### src/rtl/syn_fetch_queue_if.sv
// syn_fetch_queue_if: fetch-side bus between the prefetch queue, the instruction
// memory and the decode stage.
//   master : the fetch queue (drives im_addr and the head-of-queue outputs)
//   slave  : the core / memory side (drives en, redirect, deq and im_inst)
// Signals: en, redirect, redirect_pc, im_addr, im_inst, deq, valid, inst, pc,
//          pc_4, count, full, and stall_cnt when FQ_STALL_CNT_EN is defined.
interface syn_fetch_queue_if #(
  parameter int unsigned IM_ADDR_BIT = 10,
  parameter int unsigned DEPTH       = 4
);
  logic                       en;
  logic                       redirect;
  logic [IM_ADDR_BIT-1:0]     redirect_pc;
  logic [IM_ADDR_BIT-1:0]     im_addr;
  logic [31:0]                im_inst;
  logic                       deq;
  logic                       valid;
  logic [31:0]                inst;
  logic [IM_ADDR_BIT-1:0]     pc;
  logic [IM_ADDR_BIT-1:0]     pc_4;
  logic [$clog2(DEPTH):0]     count;
  logic                       full;
`ifdef FQ_STALL_CNT_EN
  logic [15:0]                stall_cnt;

  modport master (
    input  en, redirect, redirect_pc, im_inst, deq,
    output im_addr, valid, inst, pc, pc_4, count, full, stall_cnt
  );
  modport slave (
    output en, redirect, redirect_pc, im_inst, deq,
    input  im_addr, valid, inst, pc, pc_4, count, full, stall_cnt
  );
`else
  modport master (
    input  en, redirect, redirect_pc, im_inst, deq,
    output im_addr, valid, inst, pc, pc_4, count, full
  );
  modport slave (
    output en, redirect, redirect_pc, im_inst, deq,
    input  im_addr, valid, inst, pc, pc_4, count, full
  );
`endif
endinterface

### src/rtl/syn_fetch_queue.sv
// syn_fetch_queue: decoupled fetch PC plus a DEPTH-entry prefetch FIFO of
// {instruction, pc}. Each enabled cycle the fetch PC addresses the combinational
// instruction memory and the returned word is enqueued; the oldest entry is
// presented to decode. A redirect flushes the FIFO and reloads the fetch PC.
// Ports:
//   i_clk  clock, rising edge
//   i_rst  asynchronous active-high reset
//   bus    syn_fetch_queue_if.master (memory address, decode head, controls)
// Optional feature: define FQ_STALL_CNT_EN to add bus.stall_cnt, a saturating
// count of cycles spent full with no dequeue, cleared by redirect.
module syn_fetch_queue #(
  parameter int unsigned IM_ADDR_BIT = 10,
  parameter int unsigned DEPTH       = 4,
  parameter int unsigned RESET_PC    = 0
) (
  input  logic              i_clk,
  input  logic              i_rst,
  syn_fetch_queue_if.master bus
);
  localparam int unsigned PtrW = $clog2(DEPTH);
  localparam int unsigned CntW = $clog2(DEPTH) + 1;

  typedef logic [IM_ADDR_BIT-1:0] addr_t;
  typedef logic [PtrW-1:0]        ptr_t;
  typedef logic [CntW-1:0]        cnt_t;

  logic [31:0] r_inst_mem [DEPTH];
  addr_t       r_pc_mem   [DEPTH];

  addr_t r_fetch_pc, w_fetch_pc_d;
  ptr_t  r_head, w_head_d;
  ptr_t  r_tail, w_tail_d;
  cnt_t  r_count, w_count_d;

  logic  w_valid, w_full, w_do_deq, w_do_enq;

  always_comb begin
    w_valid      = (r_count != '0);
    w_full       = (r_count == cnt_t'(DEPTH));
    w_do_deq     = 1'b0;
    w_do_enq     = 1'b0;
    w_fetch_pc_d = r_fetch_pc;
    w_head_d     = r_head;
    w_tail_d     = r_tail;
    w_count_d    = r_count;
    if (bus.en) begin
      if (bus.redirect) begin
        // Flush: dropping everything between head and tail is just head <= tail.
        w_count_d    = '0;
        w_head_d     = r_tail;
        w_fetch_pc_d = bus.redirect_pc;
      end else begin
        w_do_deq = bus.deq && w_valid;
        // A dequeue in the same cycle frees the slot, so a full FIFO can still accept.
        w_do_enq = !w_full || w_do_deq;
        if (w_do_enq) begin
          w_tail_d     = r_tail + ptr_t'(1);
          w_fetch_pc_d = r_fetch_pc + addr_t'(1);
        end
        if (w_do_deq) begin
          w_head_d = r_head + ptr_t'(1);
        end
        w_count_d = r_count + cnt_t'(w_do_enq) - cnt_t'(w_do_deq);
      end
    end
  end

  always_ff @(posedge i_clk or posedge i_rst) begin
    if (i_rst) begin
      r_fetch_pc <= addr_t'(RESET_PC);
      r_head     <= '0;
      r_tail     <= '0;
      r_count    <= '0;
    end else begin
      r_fetch_pc <= w_fetch_pc_d;
      r_head     <= w_head_d;
      r_tail     <= w_tail_d;
      r_count    <= w_count_d;
    end
  end

  // Entry storage needs no reset: outputs are gated by valid.
  always_ff @(posedge i_clk) begin
    if (w_do_enq) begin
      r_inst_mem[r_tail] <= bus.im_inst;
      r_pc_mem[r_tail]   <= r_fetch_pc;
    end
  end

  assign bus.im_addr = r_fetch_pc;
  assign bus.valid   = w_valid;
  assign bus.full    = w_full;
  assign bus.count   = r_count;
  assign bus.inst    = w_valid ? r_inst_mem[r_head] : 32'd0;
  assign bus.pc      = w_valid ? r_pc_mem[r_head] : '0;
  assign bus.pc_4    = w_valid ? (r_pc_mem[r_head] + addr_t'(1)) : '0;

`ifdef FQ_STALL_CNT_EN
  logic [15:0] r_stall_cnt, w_stall_cnt_d;

  always_comb begin
    w_stall_cnt_d = r_stall_cnt;
    if (bus.en) begin
      if (bus.redirect) begin
        w_stall_cnt_d = '0;
      end else if (w_full && !bus.deq && (r_stall_cnt != 16'hFFFF)) begin
        w_stall_cnt_d = r_stall_cnt + 16'd1;
      end
    end
  end

  always_ff @(posedge i_clk or posedge i_rst) begin
    if (i_rst) begin
      r_stall_cnt <= '0;
    end else begin
      r_stall_cnt <= w_stall_cnt_d;
    end
  end

  assign bus.stall_cnt = r_stall_cnt;
`endif
endmodule

### src/flat_wrapper.sv
// flat-port wrapper written by rule: the top's interface ports become plain ports
module syn_fetch_queue_flat 
#(
  parameter int unsigned IM_ADDR_BIT = 10,
  parameter int unsigned DEPTH       = 4,
  parameter int unsigned RESET_PC    = 0
)
  (i_clk, i_rst, bus_en, bus_redirect, bus_redirect_pc, bus_im_inst, bus_deq, bus_im_addr, bus_valid, bus_inst, bus_pc, bus_pc_4, bus_count, bus_full);
  syn_fetch_queue_if #(.IM_ADDR_BIT(IM_ADDR_BIT), .DEPTH(DEPTH)) bus_i ();
  input  logic i_clk;
  input  logic i_rst;
  input wire logic [$bits(bus_i.en)-1:0] bus_en;
  input wire logic [$bits(bus_i.redirect)-1:0] bus_redirect;
  input wire logic [$bits(bus_i.redirect_pc)-1:0] bus_redirect_pc;
  input wire logic [$bits(bus_i.im_inst)-1:0] bus_im_inst;
  input wire logic [$bits(bus_i.deq)-1:0] bus_deq;
  output wire logic [$bits(bus_i.im_addr)-1:0] bus_im_addr;
  output wire logic [$bits(bus_i.valid)-1:0] bus_valid;
  output wire logic [$bits(bus_i.inst)-1:0] bus_inst;
  output wire logic [$bits(bus_i.pc)-1:0] bus_pc;
  output wire logic [$bits(bus_i.pc_4)-1:0] bus_pc_4;
  output wire logic [$bits(bus_i.count)-1:0] bus_count;
  output wire logic [$bits(bus_i.full)-1:0] bus_full;
  assign bus_i.en = bus_en;
  assign bus_i.redirect = bus_redirect;
  assign bus_i.redirect_pc = bus_redirect_pc;
  assign bus_i.im_inst = bus_im_inst;
  assign bus_i.deq = bus_deq;
  assign bus_im_addr = bus_i.im_addr;
  assign bus_valid = bus_i.valid;
  assign bus_inst = bus_i.inst;
  assign bus_pc = bus_i.pc;
  assign bus_pc_4 = bus_i.pc_4;
  assign bus_count = bus_i.count;
  assign bus_full = bus_i.full;
  syn_fetch_queue #(.IM_ADDR_BIT(IM_ADDR_BIT), .DEPTH(DEPTH), .RESET_PC(RESET_PC)) u_core (.i_clk(i_clk), .i_rst(i_rst), .bus(bus_i));
endmodule
### config.mk
export PLATFORM = sky130hd
export DESIGN_NAME = syn_fetch_queue_flat
export DESIGN_NICKNAME = d
export VERILOG_FILES = /design/src/rtl/syn_fetch_queue_if.sv /design/src/rtl/syn_fetch_queue.sv /design/src/flat_wrapper.sv
export SDC_FILE = /design/constraint.sdc
export NUM_CORES = 1
export LEC_CHECK = 0
export ABC_AREA = 1
export BUFFER_PORTS_ARGS = -buffer_cell sky130_fd_sc_hd__buf_2
export CAP_MARGIN = 0
export CELL_PAD_IN_SITES_DETAIL_PLACEMENT = 0
export CELL_PAD_IN_SITES_GLOBAL_PLACEMENT = 1
export CORE_MARGIN = 2
export CORE_UTILIZATION = 35
export CTS_CLUSTER_SIZE = 24
export DETAILED_ROUTE_END_ITERATION = 10
export PLACE_DENSITY = 0.71
export SLEW_MARGIN = 10
export SYNTH_ARGS = -nofsm -noshare
export SYNTH_HDL_FRONTEND = slang
export SYNTH_SLANG_ARGS = --single-unit
### constraint.sdc
create_clock -name i_clk -period 4.01 [get_ports i_clk]
set_input_delay 1.203 -clock i_clk [delete_from_list [all_inputs] [get_ports i_clk]]
set_output_delay 1.203 -clock i_clk [all_outputs]
set_load 0.005 [all_outputs]
* After elaboration in Yosys (flattened, before gate mapping)
Memories as Yosys holds them, arrays and structs flattened.
Index checks and enable logic that the tools add are counted.
** Word-level totals
- Register bits :: 17
- Bits in writable memories :: 168
- Input bits :: 47
- Output and inout bits :: 67
- Word-level logic and storage cells :: 35
- Memories kept :: 2
** Cells by class
- Add/sub/neg operators :: 6
- Eq/ne operators :: 1
- Mux-type cells :: 12
- Bitwise logic cells :: 1
- Reductions and logical operators :: 9
** Memory list
- u_core.r_inst_mem :: depth 4, bits a word 32, rd ports 1, clocked after Yosys merged registers in 0, write ports 1, line syn_fetch_queue.sv:27 : logic [31:0] r_inst_mem [DEPTH];
- u_core.r_pc_mem :: depth 4, bits a word 10, rd ports 1, clocked after Yosys merged registers in 0, write ports 1, line syn_fetch_queue.sv:28 : addr_t r_pc_mem [DEPTH];
** Operators with widths (number)
- 2-to-1 mux 10 bit :: 4
- 2-to-1 mux 32 bit :: 1
- adder 10 x 1 -> 10 bit, second input constant :: 2
- adder 2 x 1 -> 2 bit, second input constant :: 2
- 2-to-1 mux 1 bit :: 4
- 2-to-1 mux 2 bit :: 2
- AND reduction 2 bit :: 2
- nonzero test 2 bit :: 2
- adder 3 x 1 -> 3 bit :: 1
- equality test 3 bit, second input constant :: 1
- 2-to-1 mux 3 bit :: 1
- AND reduction 3 bit :: 1
- nonzero test 3 bit :: 1
- subtractor 3 x 1 -> 3 bit :: 1
- logical AND 1 bit :: 1
- zero test 1 bit :: 1
- logical OR 1 bit :: 1
- inverter 1 bit :: 1

* Depth between registers and ports, before layout
Gate-level depths: netlist of the first run.
- Word-level depth :: 7
- Depth in mapped cells :: 14
- Gate-level depth less buffers :: 13

* Least setup slack after synthesis of the first run
Ideal clock, no wire load.
- Kind :: input to register
- From :: in bus_redirect
- To :: mem u_core.r_inst_mem[0][0], enable pin
- Library setup time :: 0.442 ns
- Data arrival time :: 3.475 ns
- Required time :: 3.568 ns
- Path slack :: 0.094 ns
- Cell stages on the path :: 4
- Buffers on the path :: 1
- Cells stage by stage :: buf_2 -> nor2_1 -> nand2_1 -> nor2_1
** On the way
- Word-level cells in the longest chain between the ends :: 4
** RTL lines
- start, declared :: line flat_wrapper.sv:13 : input wire logic [$bits(bus_i.redirect)-1:0] bus_redirect;
- 2-to-1 mux 1 bit :: line syn_fetch_queue.sv:47 : if (bus.redirect) begin
- 2-to-1 mux 1 bit :: line syn_fetch_queue.sv:46 : if (bus.en) begin
- 2-to-1 mux 1 bit :: line syn_fetch_queue.sv:84 : if (w_do_enq) begin
- 2-to-1 mux 1 bit (not written as such) :: line syn_fetch_queue.sv:85 : r_inst_mem[r_tail] <= bus.im_inst;
- end, declared :: line syn_fetch_queue.sv:27
Every way passes these cells.

* Final worst setup path of the first run
- From :: reg u_core.r_head[0]
- To :: out bus_pc_4[8]
** On the way
- Word-level cells in the longest chain between the ends :: 3
** RTL lines
- start, declared :: line syn_fetch_queue.sv:31 : ptr_t r_head, w_head_d;
- start signal, assigned :: line syn_fetch_queue.sv:76 : r_head <= w_head_d;
- memory read (4 x 10 bit)
- adder 10 x 1 -> 10 bit :: line syn_fetch_queue.sv:96 : assign bus.pc_4 = w_valid ? (r_pc_mem[r_head] + addr_t'(1)) : '0;
- 2-to-1 mux 10 bit :: line syn_fetch_queue.sv:96
- end, declared :: line flat_wrapper.sv:21 : output wire logic [$bits(bus_i.pc_4)-1:0] bus_pc_4;
Every way passes these cells.

==> results of run 1 <==
-- critical path: cells and delay by family, from the launching register on --
family	cells	cell delay (ps)
and+or+nand+nor	8	750
buffers and inverters	3	520
DFF	1	400
adders and majority gates	1	170
AOI/OAI and AO/OA	1	130
-- cells by family after synthesis --
kind of cell,share of synthesized area [%]
AO/OA/AOI/OAI,9.13
XOR/XNOR,0.549
AND/OR/NAND/NOR,16.0
buffers and inverters,4.28
flip-flops,68.6
adder cells (fa/ha/maj),1.51
-- routing by layer --
layer | part of all wire [%] | routed length (µm)
met3 | 3.5 | 621
met1 | 47 | 8440
met2 | 48 | 8530
met5 | 0 | 0
met4 | 1.4 | 248
-- through the flow --
| stage | area [µm²] | setup slack, ps |
|---|---|---|
| 2_1_floorplan | 7980 | 93.5 |
| 3_3_place_gp | 8900 | 833 |
| 3_5_place_dp | 8900 | 805 |
| 4_1_cts | 9480 | 341 |
| 5_1_grt | 9480 | 104 |
| 6_report | 9490 | 394 |
-- worst min path at each step --
stage | slack [ps] | from | cells past startpoint | to
floorplan | 540 | u_core.bus.im_addr[8]$_DFFE_PP0P_ | 0 | u_core.r_pc_mem[0][8]$_DFFE_PP_
global placement | 630 | u_core.r_tail[0]$_DFFE_PP0P_ | 2 | u_core.r_head[0]$_DFFE_PP0P_
detailed placement | 600 | u_core.r_tail[0]$_DFFE_PP0P_ | 2 | u_core.r_head[0]$_DFFE_PP0P_
CTS | 620 | u_core.r_tail[0]$_DFFE_PP0P_ | 2 | u_core.r_head[0]$_DFFE_PP0P_
global route | 640 | u_core.r_tail[0]$_DFFE_PP0P_ | 2 | u_core.r_head[0]$_DFFE_PP0P_
finish | 620 | u_core.r_tail[0]$_DFFE_PP0P_ | 2 | u_core.r_head[0]$_DFFE_PP0P_
-- cell usage after synthesis (all sizes together) (3+ instances only) --
cell      n  area [µm²]
nor2    173         669
edfxtp  168        5040
nand2   103         402
o21ai    79         410
a21oi    49         245
inv      38         143
buf      29         173
nand3    25         140
dfrtp    17         425
ha        8         100
clkbuf    6        22.5
nor3      5        36.3
xor2      3        26.3
-- state kept, by name, summed over array words and instances, names as in the netlist --
name,cells
u_core.r_tail,2
u_core.bus.im_addr,10
u_core.r_head,2
u_core.bus.count,3
u_core.r_pc_mem,40
u_core.r_inst_mem,128
-- power groups by stage --
stage                     Sequential (mW)  Clock, mW  Combinational, mW
after floorplan                      2.51          0               1.63
after global placement               2.54          0               2.62
after detailed placement             2.55          0               2.61
after CTS                            2.50       1.66               2.62
after global routing                 2.53       1.73               2.93
final                                2.50       1.62               2.56
-- cell type report --
class | instances | area share, %
well taps | 285 | 3.76
inverters | 39 | 1.54
flip-flops and latches | 185 | 57.7
diodes | 2 | 0.0528
clock buffers | 20 | 5.05
clock inverters | 12 | 1.04
multi-input cells | 461 | 23.1
repair buffers | 127 | 7.73
==> summary.md, run 1 <==
| Metric | Value |
|---|---|
| Status | `finished, final reports clean` |
| Post-Route WL | `17.8 mm` |
| Post-Syn Area | `0.00798 mm²` |
| Crit-path max FO | `85` |
| Clock skew | `8.40 ps` |
| Leakage | `3.67 nW` |
| Clock Latency Late Sink | `430 ps` |
| Worst Setup SP | `u_core.r_head[0]$_DFFE_PP0P_` |
| Util after Layout | `42.2%` |
| Syn_nets | `776` |
| Global Route met1 Usage | `20.4%` |
| Area delta synth->final | `18.9%` |
| Vias | `5373` |
| CTS Buf Count | `17` |
| Fmax | `277 MHz` |
| Die extent in y | `155 µm` |
| Clock sink count | `185` |
| Critical path required time | `2810 ps` |
| Share of post-route cells with drive strength above 1 | `22.6%` |
| Synth Instances | `720` |
| Global-route usage over all layers | `15.2%` |
| Clock Path Buffers | `2` |
| Setup crit end kind | `output port` |
| Worst IR Drop VDD | `0.000316 V` |
| Area of the multi-input gates | `0.00219 mm²` |
| Antenna violations before repair | `2` |
| Critical Path Start Type | `register` |
| Switch Pwr | `2.51 mW` |
| Fill count | `2127` |
| Routed WL per cell | `15.8 µm` |
| Most frequent cells in the layout | `edfxtp_1, nor2_1, buf_2` |
| Unrepaired setup endpoints after global routing | `no` |
| R2R Setup Slk | `1620 ps` |
| Drt drc | `0` |
| First-pass GRT wire length | `28.0 mm` |
| # Max-Cap Violations | `0` |
| Seq pwr share | `37.4%` |
| Die ar. | `0.0240 mm²` |
| TritonCTS clock tree | `built` |
| Predominant post-synthesis flop cell | `edfxtp_1` |
| GRT Residual Overflow | `0` |
| Combinational power share | `38.3%` |
| CTS hold repair buffers | `0` |
| Final setup fails | `0` |
| RR Startpoint | `u_core.bus.count[1]$_DFFE_PP0P_` |
| Top cell by count, worst path | `nand2_1` |
| Final #Nets | `887` |
| Post-synth EDFFs | `168` |
| Arr. time, crit path | `2410 ps` |
| Post-DR vias/cell | `4.75` |
| DRT Pass-1 Iters | `6` |
| Commonest non-fill, non-tap cell in the layout | `edfxtp_1` |
| I/O Pins | `114` |
| Post-cts sizing count | `0` |
| Netlist cell types | `38` |
| Pwr/cell area | `705 mW/mm²` |
| Post-synthesis sequential area ratio | `68.6%` |
| Initial DRC count | `230` |
| Finished Layout Cells | `1131` |
| CTS root buffer | `clkbuf_16` |
| H-tree depth | `4` |
| Die Width | `155 µm` |
| Largest net degree at the start of global routing | `86` |
| Row count | `55` |
| Most used routing layer | `met2` |
| Mapped Avg Cell Area | `11.1 µm²` |
| Endpoints failing hold | `0` |
| Setup total negative slack | `0 ps` |
| Slew margin rel. | `53.0%` |
| Critical path, cell by cell | `buf_12 > nand2_1 > nand2_1 > nand2_1 > nand2_1 > ha_1 > inv_1 > nor2_4 > nand2_2 > nor2_2 > nand2_1 > a21oi_1 > buf_2` |
| Tcrit/Tclk final | `90.2%` |
| Total design power | `6.69 mW` |
| Final ANT Viol Nets | `0` |
| Clock Pin Slew Worst Setup and Hold Paths | `70 ps` |
| R2R depth | `11` |
| DP Cell Count | `1097` |
| Switch share | `37.5%` |
| CP max-delay cell | `dfrtp_2` |
| Flops & latches, synth | `185` |
| Pint | `4.18 mW` |
| Starting density of the core | `35.4%` |
| Clock power share | `24.2%` |
| R2r endpoint | `u_core.bus.count[1]$_DFFE_PP0P_` |
| Register Area | `0.00547 mm²` |
| Yosys warning total | `0` |
| Async set-reset flop share out of synthesis | `9.19%` |
| Tmin final | `3620 ps` |
| Post-CTS Setup Inserts | `0` |
| IO buf count | `113` |
| Hold Path Class | `register to register` |
| Setup crit end | `bus_pc_4[8]` |
| Met3 Resource Use GR | `3.48%` |
| WHS | `616 ps` |
| Post-DP HPWL | `11.0 mm` |
| Setup CP Type | `register to output port` |
| Max Slew Vio Count | `0` |
| Vias in the first global route | `5094` |
| Core box area | `0.0225 mm²` |
| RePlAce Congestion | `0.780` |
| Worst-Margin Slew | `705 ps` |
| GR Util met2 | `24.6%` |
| CP max stage delay | `400 ps` |
Power figures use the tool's default switching activity.
==> run 2, diff against run 1 <==
--- a/config.mk
+++ b/config.mk
@@ -15,6 +15,7 @@
 export CTS_CLUSTER_SIZE = 24
 export DETAILED_ROUTE_END_ITERATION = 10
 export PLACE_DENSITY = 0.71
+export RECOVER_POWER = 50
 export SLEW_MARGIN = 10
 export SYNTH_ARGS = -nofsm -noshare
 export SYNTH_HDL_FRONTEND = slang
==> run 2 against run 1 <==
Flip-flop and latch count unchanged. Register-to-register slack got worse by 210 ps. Die area stayed put. First-iteration DRC count is the same. Design area shrank 1.2%. Global-route usage stayed put. Clock power about the same. Via count decreased by 0.32%. Sequential share of layout area up 0.72 points. Critical path type unchanged. Largest power group unchanged.
==> summary.md, run 2 (same netlist as run 1, synthesis figures left out) <==
| Metric | Value |
|---|---|
| Finished Layout Cells | `1129 (was 1131)` |
| Register Area | `0.00547 mm² (unchanged)` |
| Initial DRC count | `230 (unchanged)` |
| Tmin final | `3630 ps (was 3620 ps)` |
| Status | `finished, final reports clean (unchanged)` |
| Worst Hold Depth | `2 (unchanged)` |
| Hold endpoint | `u_core.r_head[0]$_DFFE_PP0P_ (unchanged)` |
| Critical path required time | `2810 ps (about the same)` |
| IO buf count | `113 (unchanged)` |
| Clock Latency Late Sink | `430 ps (about the same)` |
| H-tree depth | `4 (unchanged)` |
| Pwr/cell area | `711 mW/mm² (was 705 mW/mm²)` |
| Share of post-route cells with drive strength above 1 | `17.9% (was 22.6%)` |
| Post-CTS Setup Inserts | `0 (unchanged)` |
| Setup total negative slack | `0 ps (unchanged)` |
| Largest net degree at the start of global routing | `86 (unchanged)` |
| # Max-Cap Violations | `0 (unchanged)` |
| Setup crit end kind | `output port (unchanged)` |
| Arr. time, crit path | `2430 ps (was 2410 ps)` |
| N_diodes | `0 (was 2)` |
| Worst IR Drop VDD | `0.000315 V (was 0.000316 V)` |
| Post-Route WL | `17.8 mm (about the same)` |
| Slew margin rel. | `14.6% (was 53.0%)` |
| Antenna violations before repair | `0 (was 2)` |
| RePlAce Congestion | `0.780 (unchanged)` |
| Die extent in y | `155 µm (unchanged)` |
| Clock sink count | `185 (unchanged)` |
| R2r endpoint | `u_core.bus.count[1]$_DFFE_PP0P_ (unchanged)` |
| Tcrit/Tclk final | `90.5% (was 90.2%)` |
| DP Cell Count | `1097 (unchanged)` |
| Starting density of the core | `35.4% (unchanged)` |
| R2R Setup Slk | `1410 ps (was 1620 ps)` |
| Vias | `5356 (was 5373)` |
| Post-DP HPWL | `11.0 mm (unchanged)` |
| Endpoints failing hold | `0 (unchanged)` |
| TritonCTS clock tree | `built (unchanged)` |
| Worst-Margin Slew | `1280 ps (was 705 ps)` |
| GRT Residual Overflow | `0 (unchanged)` |
| Die Width | `155 µm (unchanged)` |
| Hold Path Class | `register to register (unchanged)` |
| Fmax | `275 MHz (was 277 MHz)` |
| Unrepaired setup endpoints after global routing | `no (unchanged)` |
| DRT Pass-1 Iters | `4 (was 6)` |
| CTS root buffer | `clkbuf_16 (unchanged)` |
| Final setup fails | `0 (unchanged)` |
| Fill count | `2147 (was 2127)` |
| First-pass GRT wire length | `28.0 mm (unchanged)` |
| Critical Path Start Type | `register (unchanged)` |
| RR Startpoint | `u_core.bus.count[1]$_DFFE_PP0P_ (unchanged)` |
| Vias in the first global route | `5094 (unchanged)` |
| Post-DR vias/cell | `4.74 (was 4.75)` |
| Global-route usage over all layers | `15.2% (unchanged)` |
| Clock Pin Slew Worst Setup and Hold Paths | `70 ps (about the same)` |
| Leakage | `3.55 nW (was 3.67 nW)` |
| R2R depth | `11 (unchanged)` |
| Max Slew Vio Count | `0 (unchanged)` |
| CTS hold repair buffers | `0 (unchanged)` |
| Final #Nets | `887 (unchanged)` |
| Core box area | `0.0225 mm² (unchanged)` |
| Routed WL per cell | `15.8 µm (about the same)` |
| Clock skew | `8.69 ps (was 8.40 ps)` |
| Hold_sp | `u_core.r_tail[0]$_DFFE_PP0P_ (unchanged)` |
| Area of the multi-input gates | `0.00217 mm² (was 0.00219 mm²)` |
| Die ar. | `0.0240 mm² (unchanged)` |
| Commonest non-fill, non-tap cell in the layout | `edfxtp_1 (unchanged)` |
| I/O Pins | `114 (unchanged)` |
| Most frequent cells in the layout | `edfxtp_1, nor2_1, nand2_1 (was edfxtp_1, nor2_1, buf_2)` |
| Clock Path Buffers | `2 (unchanged)` |
| Setup CP Type | `register to output port (unchanged)` |
| Row count | `55 (unchanged)` |
| Crit-path max FO | `85 (unchanged)` |
| Max reg flops | `128 (unchanged)` |
| Drt drc | `0 (unchanged)` |
| Biggest register | `u_core.r_inst_mem (unchanged)` |
| Post-cts sizing count | `0 (unchanged)` |
| CTS Buf Count | `17 (unchanged)` |
| Area delta synth->final | `17.5% (was 18.9%)` |
| Final ANT Viol Nets | `0 (unchanged)` |
## run 2: changes by cell type in the layout (fill, tap and decap cells not counted), sizes merged
cell    previous run  this run
buf              127        88
clkbuf            20        59
diode              2         0
## run 2: worst max path at each step
stage                                  from                                 to
2_1_floorplan                  bus_redirect  u_core.r_inst_mem[0][0]$_DFFE_PP_
3_3_place_gp   u_core.r_head[0]$_DFFE_PP0P_                        bus_pc_4[8]
3_5_place_dp   u_core.r_head[0]$_DFFE_PP0P_                        bus_pc_4[8]
4_1_cts        u_core.r_head[0]$_DFFE_PP0P_                        bus_pc_4[8]
5_1_grt        u_core.r_head[0]$_DFFE_PP0P_                        bus_pc_4[9]
6_report       u_core.r_head[0]$_DFFE_PP0P_                        bus_pc_4[8]
## run 2: cell type report
type	instances	area share [%]
inverter	39	1.56
timing repair buffer	127	6.84
tap	285	3.81
clock inverter	12	1.06
sequential	185	58.4
clock buffer	20	5.11
multi-input combinational	461	23.2
## run 2: through the flow
stage          hold slack [ps]  setup WS, ps  total power, mW  area, µm²  utilization, %
4_1_cts                    618           341             6.78       9480            42.1
2_1_floorplan              539          93.5             4.14       7980               -
3_5_place_dp               603           805             5.16       8900            39.6
3_3_place_gp               631           833             5.16       8900            39.6
6_report                   618           379             6.66       9370            41.6
5_1_grt                    639          95.1             7.16       9370            41.6
## run 2: report_power, final
group          internal (mW)  switching, mW
registers               2.38          0.133
clock network          0.885          0.735
logic                  0.897           1.63
## run 2: per-layer routing
layer  up-vias  GRT usage [%]  wire length [µm]
li1       2692              -                 -
met1      2528           20.4              8190
met2       119           24.6              8490
met3        17           3.48               829
met4         0           5.11               276
met5         -              0                 0
## run 2: critical path: stages (launching register included)
cell and delay, ps:
dfrtp_2 400, buf_12 330, nand2_1 120, nand2_1 90
nand2_1 50, nand2_1 90, ha_1 170, inv_1 70
nor2_4 140, nand2_2 80, nor2_2 120, nand2_1 60
a21oi_1 130, buf_2 130
==> run 3, diff against run 2 <==
--- a/config.mk
+++ b/config.mk
@@ -5,7 +5,6 @@
 export SDC_FILE = /design/constraint.sdc
 export NUM_CORES = 1
 export LEC_CHECK = 0
-export ABC_AREA = 1
 export BUFFER_PORTS_ARGS = -buffer_cell sky130_fd_sc_hd__buf_2
 export CAP_MARGIN = 0
 export CELL_PAD_IN_SITES_DETAIL_PLACEMENT = 0
@@ -14,7 +13,7 @@
 export CORE_UTILIZATION = 35
 export CTS_CLUSTER_SIZE = 24
 export DETAILED_ROUTE_END_ITERATION = 10
-export PLACE_DENSITY = 0.71
+export PLACE_DENSITY = 0.68
 export RECOVER_POWER = 50
 export SLEW_MARGIN = 10
 export SYNTH_ARGS = -nofsm -noshare
==> run 3 against run 2 <==
Final cell count down 25%. Highest routed layer unchanged. Critical path depth fell by 8. Synthesized cell count shrank 41%. Largest power group is now registers. Design area down 2.2%. Clock skew increased by 0.69 ps. Total power down 7.4%. Combinational power decreased by 23%. Routed wire length down 16%. Register-to-register slack lost 730 ps. Clock power increased by 4%.
==> summary.md, run 3 <==
| Metric | Value |
|---|---|
| Status | `finished, final reports clean (unchanged)` |
| Hold_sp | `u_core.bus.im_addr[9]$_DFFE_PP0P_ (was u_core.r_tail[0]$_DFFE_PP0P_)` |
| Antenna violations before repair | `0 (unchanged)` |
| Commonest non-fill, non-tap cell in the layout | `edfxtp_1 (unchanged)` |
| Pwr/cell area | `673 mW/mm² (was 711 mW/mm²)` |
| I/O Pins | `114 (unchanged)` |
| H-tree depth | `4 (unchanged)` |
| Async set-reset flop share out of synthesis | `9.19% (unchanged)` |
| # Max-Cap Violations | `0 (unchanged)` |
| CTS root buffer | `clkbuf_16 (unchanged)` |
| Final ANT Viol Nets | `0 (unchanged)` |
| Area delta synth->final | `19.5% (was 17.5%)` |
| Clock sink count | `185 (unchanged)` |
| Worst IR Drop VDD | `0.000356 V (was 0.000315 V)` |
| Top-count cell post-synth | `edfxtp_1 (was nor2_1)` |
| Predominant post-synthesis flop cell | `edfxtp_1 (unchanged)` |
| Slew margin rel. | `22.8% (was 14.6%)` |
| Share of the synthesized area in the top cell type | `65.8% (was 63.2%)` |
| Tcrit/Tclk final | `93.3% (was 90.5%)` |
| CTS Buf Count | `17 (unchanged)` |
| Util after Layout | `42.2% (was 41.6%)` |
| Post-DP HPWL | `10.1 mm (was 11.0 mm)` |
| Critical Path Start Type | `register (unchanged)` |
| DP Area | `0.00861 mm² (was 0.00890 mm²)` |
| Yosys warning total | `0 (unchanged)` |
| Synth top area cells | `edfxtp_1, mux4_2, dfrtp_1 (was edfxtp_1, nor2_1, dfrtp_1)` |
| DRT Pass-1 Iters | `5 (was 4)` |
| Fmax | `267 MHz (was 275 MHz)` |
| Leakage | `3.23 nW (was 3.55 nW)` |
| Vias | `4171 (was 5356)` |
| Endpoints failing hold | `0 (unchanged)` |
| Netlist cell types | `39 (was 38)` |
| RePlAce Congestion | `0.881 (was 0.780)` |
| Biggest area consumer among synthesized cells | `edfxtp_1 (unchanged)` |
| Post-synthesis sequential area ratio | `71.3% (was 68.6%)` |
| Synth top cells by count | `edfxtp_1, and2_1, mux4_2, o21ai_0, dfrtp_1 (was nor2_1, edfxtp_1, nand2_1, o21ai_0, a21oi_1)` |
| RR Startpoint | `u_core.bus.count[1]$_DFFE_PP0P_ (unchanged)` |
| Clock Path Buffers | `2 (unchanged)` |
| Clock skew | `9.38 ps (was 8.69 ps)` |
| Biggest register | `u_core.r_inst_mem (unchanged)` |
| TritonCTS clock tree | `built (unchanged)` |
| Max reg flops | `128 (unchanged)` |
| Final #Nets | `605 (was 887)` |
| Critical path required time | `2810 ps (about the same)` |
| Die Width | `152 µm (was 155 µm)` |
| N_diodes | `0 (unchanged)` |
| Final setup fails | `0 (unchanged)` |
| Post-Route WL | `15.0 mm (was 17.8 mm)` |
| Core box area | `0.0217 mm² (was 0.0225 mm²)` |
| Initial DRC count | `245 (was 230)` |
| Mapped Avg Cell Area | `18.0 µm² (was 11.1 µm²)` |
| GRT Residual Overflow | `0 (unchanged)` |
| Largest net degree at the start of global routing | `33 (was 86)` |
| Starting density of the core | `35.4% (about the same)` |
| Routed WL per cell | `17.8 µm (was 15.8 µm)` |
| Post-CTS Setup Inserts | `0 (unchanged)` |
| Final Cell Area | `0.00916 mm² (was 0.00937 mm²)` |
| Row count | `54 (was 55)` |
| Hold endpoint | `u_core.r_pc_mem[3][9]$_DFFE_PP_ (was u_core.r_head[0]$_DFFE_PP0P_)` |
| Post-DR vias/cell | `4.95 (was 4.74)` |
| Synth Instances | `427 (was 720)` |
| Share of post-route cells with drive strength above 1 | `27.8% (was 17.9%)` |
| First-pass GRT wire length | `23.9 mm (was 28.0 mm)` |
| Worst-Margin Slew | `1160 ps (was 1280 ps)` |
| Die extent in y | `152 µm (was 155 µm)` |
| Global-route usage over all layers | `13.4% (was 15.2%)` |
| Vias in the first global route | `4410 (was 5094)` |
| R2R Setup Slk | `680 ps (was 1410 ps)` |
| Post-cts sizing count | `0 (unchanged)` |
| Drt drc | `0 (unchanged)` |
| Clock Pin Slew Worst Setup and Hold Paths | `70 ps (about the same)` |
| R2r endpoint | `u_core.bus.count[2]$_DFFE_PP0P_ (was u_core.bus.count[1]$_DFFE_PP0P_)` |
| Arr. time, crit path | `2540 ps (was 2430 ps)` |
| Worst Hold Depth | `0 (was 2)` |
| Setup crit end kind | `output port (unchanged)` |
| Tmin final | `3740 ps (was 3630 ps)` |
| Die ar. | `0.0231 mm² (was 0.0240 mm²)` |
| Clock Latency Late Sink | `420 ps (was 430 ps)` |
| Unrepaired setup endpoints after global routing | `no (unchanged)` |
| Flops & latches, synth | `185 (unchanged)` |
| Fill count | `1947 (was 2147)` |
| Post-synth EDFFs | `168 (unchanged)` |
| WHS | `633 ps (was 618 ps)` |
| CTS hold repair buffers | `0 (unchanged)` |
| Most frequent cells in the layout | `edfxtp_1, buf_2, and2_1 (was edfxtp_1, nor2_1, nand2_1)` |
| Crit-path max FO | `11 (was 85)` |
| IO buf count | `113 (unchanged)` |
| Setup CP Type | `register to output port (unchanged)` |
| Post-Syn Area | `0.00767 mm² (was 0.00798 mm²)` |
| Total design power | `6.17 mW (was 6.66 mW)` |
| Hold Path Class | `register to register (unchanged)` |
| Setup total negative slack | `0 ps (unchanged)` |
| Max Slew Vio Count | `0 (unchanged)` |
| R2R depth | `14 (was 11)` |
| Syn_nets | `483 (was 776)` |
==> run 3: changes by cell type in the layout (fill, tap and decap cells not counted), moves of 5 or more <==
cell,delta
nor2_1,-149
nand2_1,-89
o21ai_0,-58
and2_1,+42
a21oi_1,-37
mux4_2,+32
inv_1,-20
nand3_1,-14
mux4_1,+10
inv_2,-6
nand2_2,-6
nor2_4,-6
buf_2,-5
==> run 3: worst max path at each step <==
stage	endpoint	slack, ps	cells after the start	start
final	bus_pc_4[9]	270	5	u_core.r_head[0]$_DFFE_PP0P_
after global routing	bus_pc_4[9]	130	5	u_core.r_head[0]$_DFFE_PP0P_
after CTS	bus_pc_4[9]	210	5	u_core.r_head[0]$_DFFE_PP0P_
after detailed placement	u_core.bus.count[2]$_DFFE_PP0P_	640	14	u_core.bus.count[1]$_DFFE_PP0P_
after global placement	bus_pc_4[9]	710	5	u_core.r_head[0]$_DFFE_PP0P_
after floorplan	u_core.r_inst_mem[0][0]$_DFFE_PP_	770	5	bus_deq
==> run 3: final cells by class <==
class,instances,area (µm²),area share (%)
clock buffer,17,425,4.64
multi-input combinational,207,2040,22.3
inverter,12,45.0,0.492
tap,280,350,3.82
sequential,185,5480,59.8
timing repair buffer,126,647,7.06
clock inverter,15,178,1.94
==> run 3: cells by family (layout without fill, tap and decap cells) <==
family	Yosys count	count (layout)	share of synthesized area, %
multiplexers	48	48	13.7
adder cells (fa/ha/maj)	9	9	1.57
AND/OR/NAND/NOR	100	100	7.33
XOR/XNOR	5	5	0.571
buffers and inverters	35	170	2.07
AO/OA/AOI/OAI	45	45	3.46
flip-flops	185	185	71.3
==> run 3: power breakdown <==
part	switching (mW)	total, mW	internal [mW]
clock network	0.736	1.68	0.946
registers	0.159	2.53	2.37
logic	0.985	1.96	0.973
==> run 3: per-layer routing <==
layer	track usage (%)	share of wire, %	vias up	wire [µm]
met2	23.1	52	122	7730
met1	16.5	42	2098	6300
met3	3.94	5.5	10	822
met5	0	0	-	0
li1	-	-	1941	-
met4	3.92	1.0	0	153
==> run 3: stage by stage <==
stage | setup slack [ps] | std cells
finish | 270 | 842
global route | 133 | 842
CTS | 214 | 842
detailed placement | 640 | 810
global placement | 707 | 810
floorplan | 766 | 427
==> run 3: worst max-delay path, cell delays in order (launching register included) <==
cell and delay, ps:
dfrtp_4 570, mux4_1 500, nand4_1 190, nor3_1 320, mux2_2 400, buf_2 140
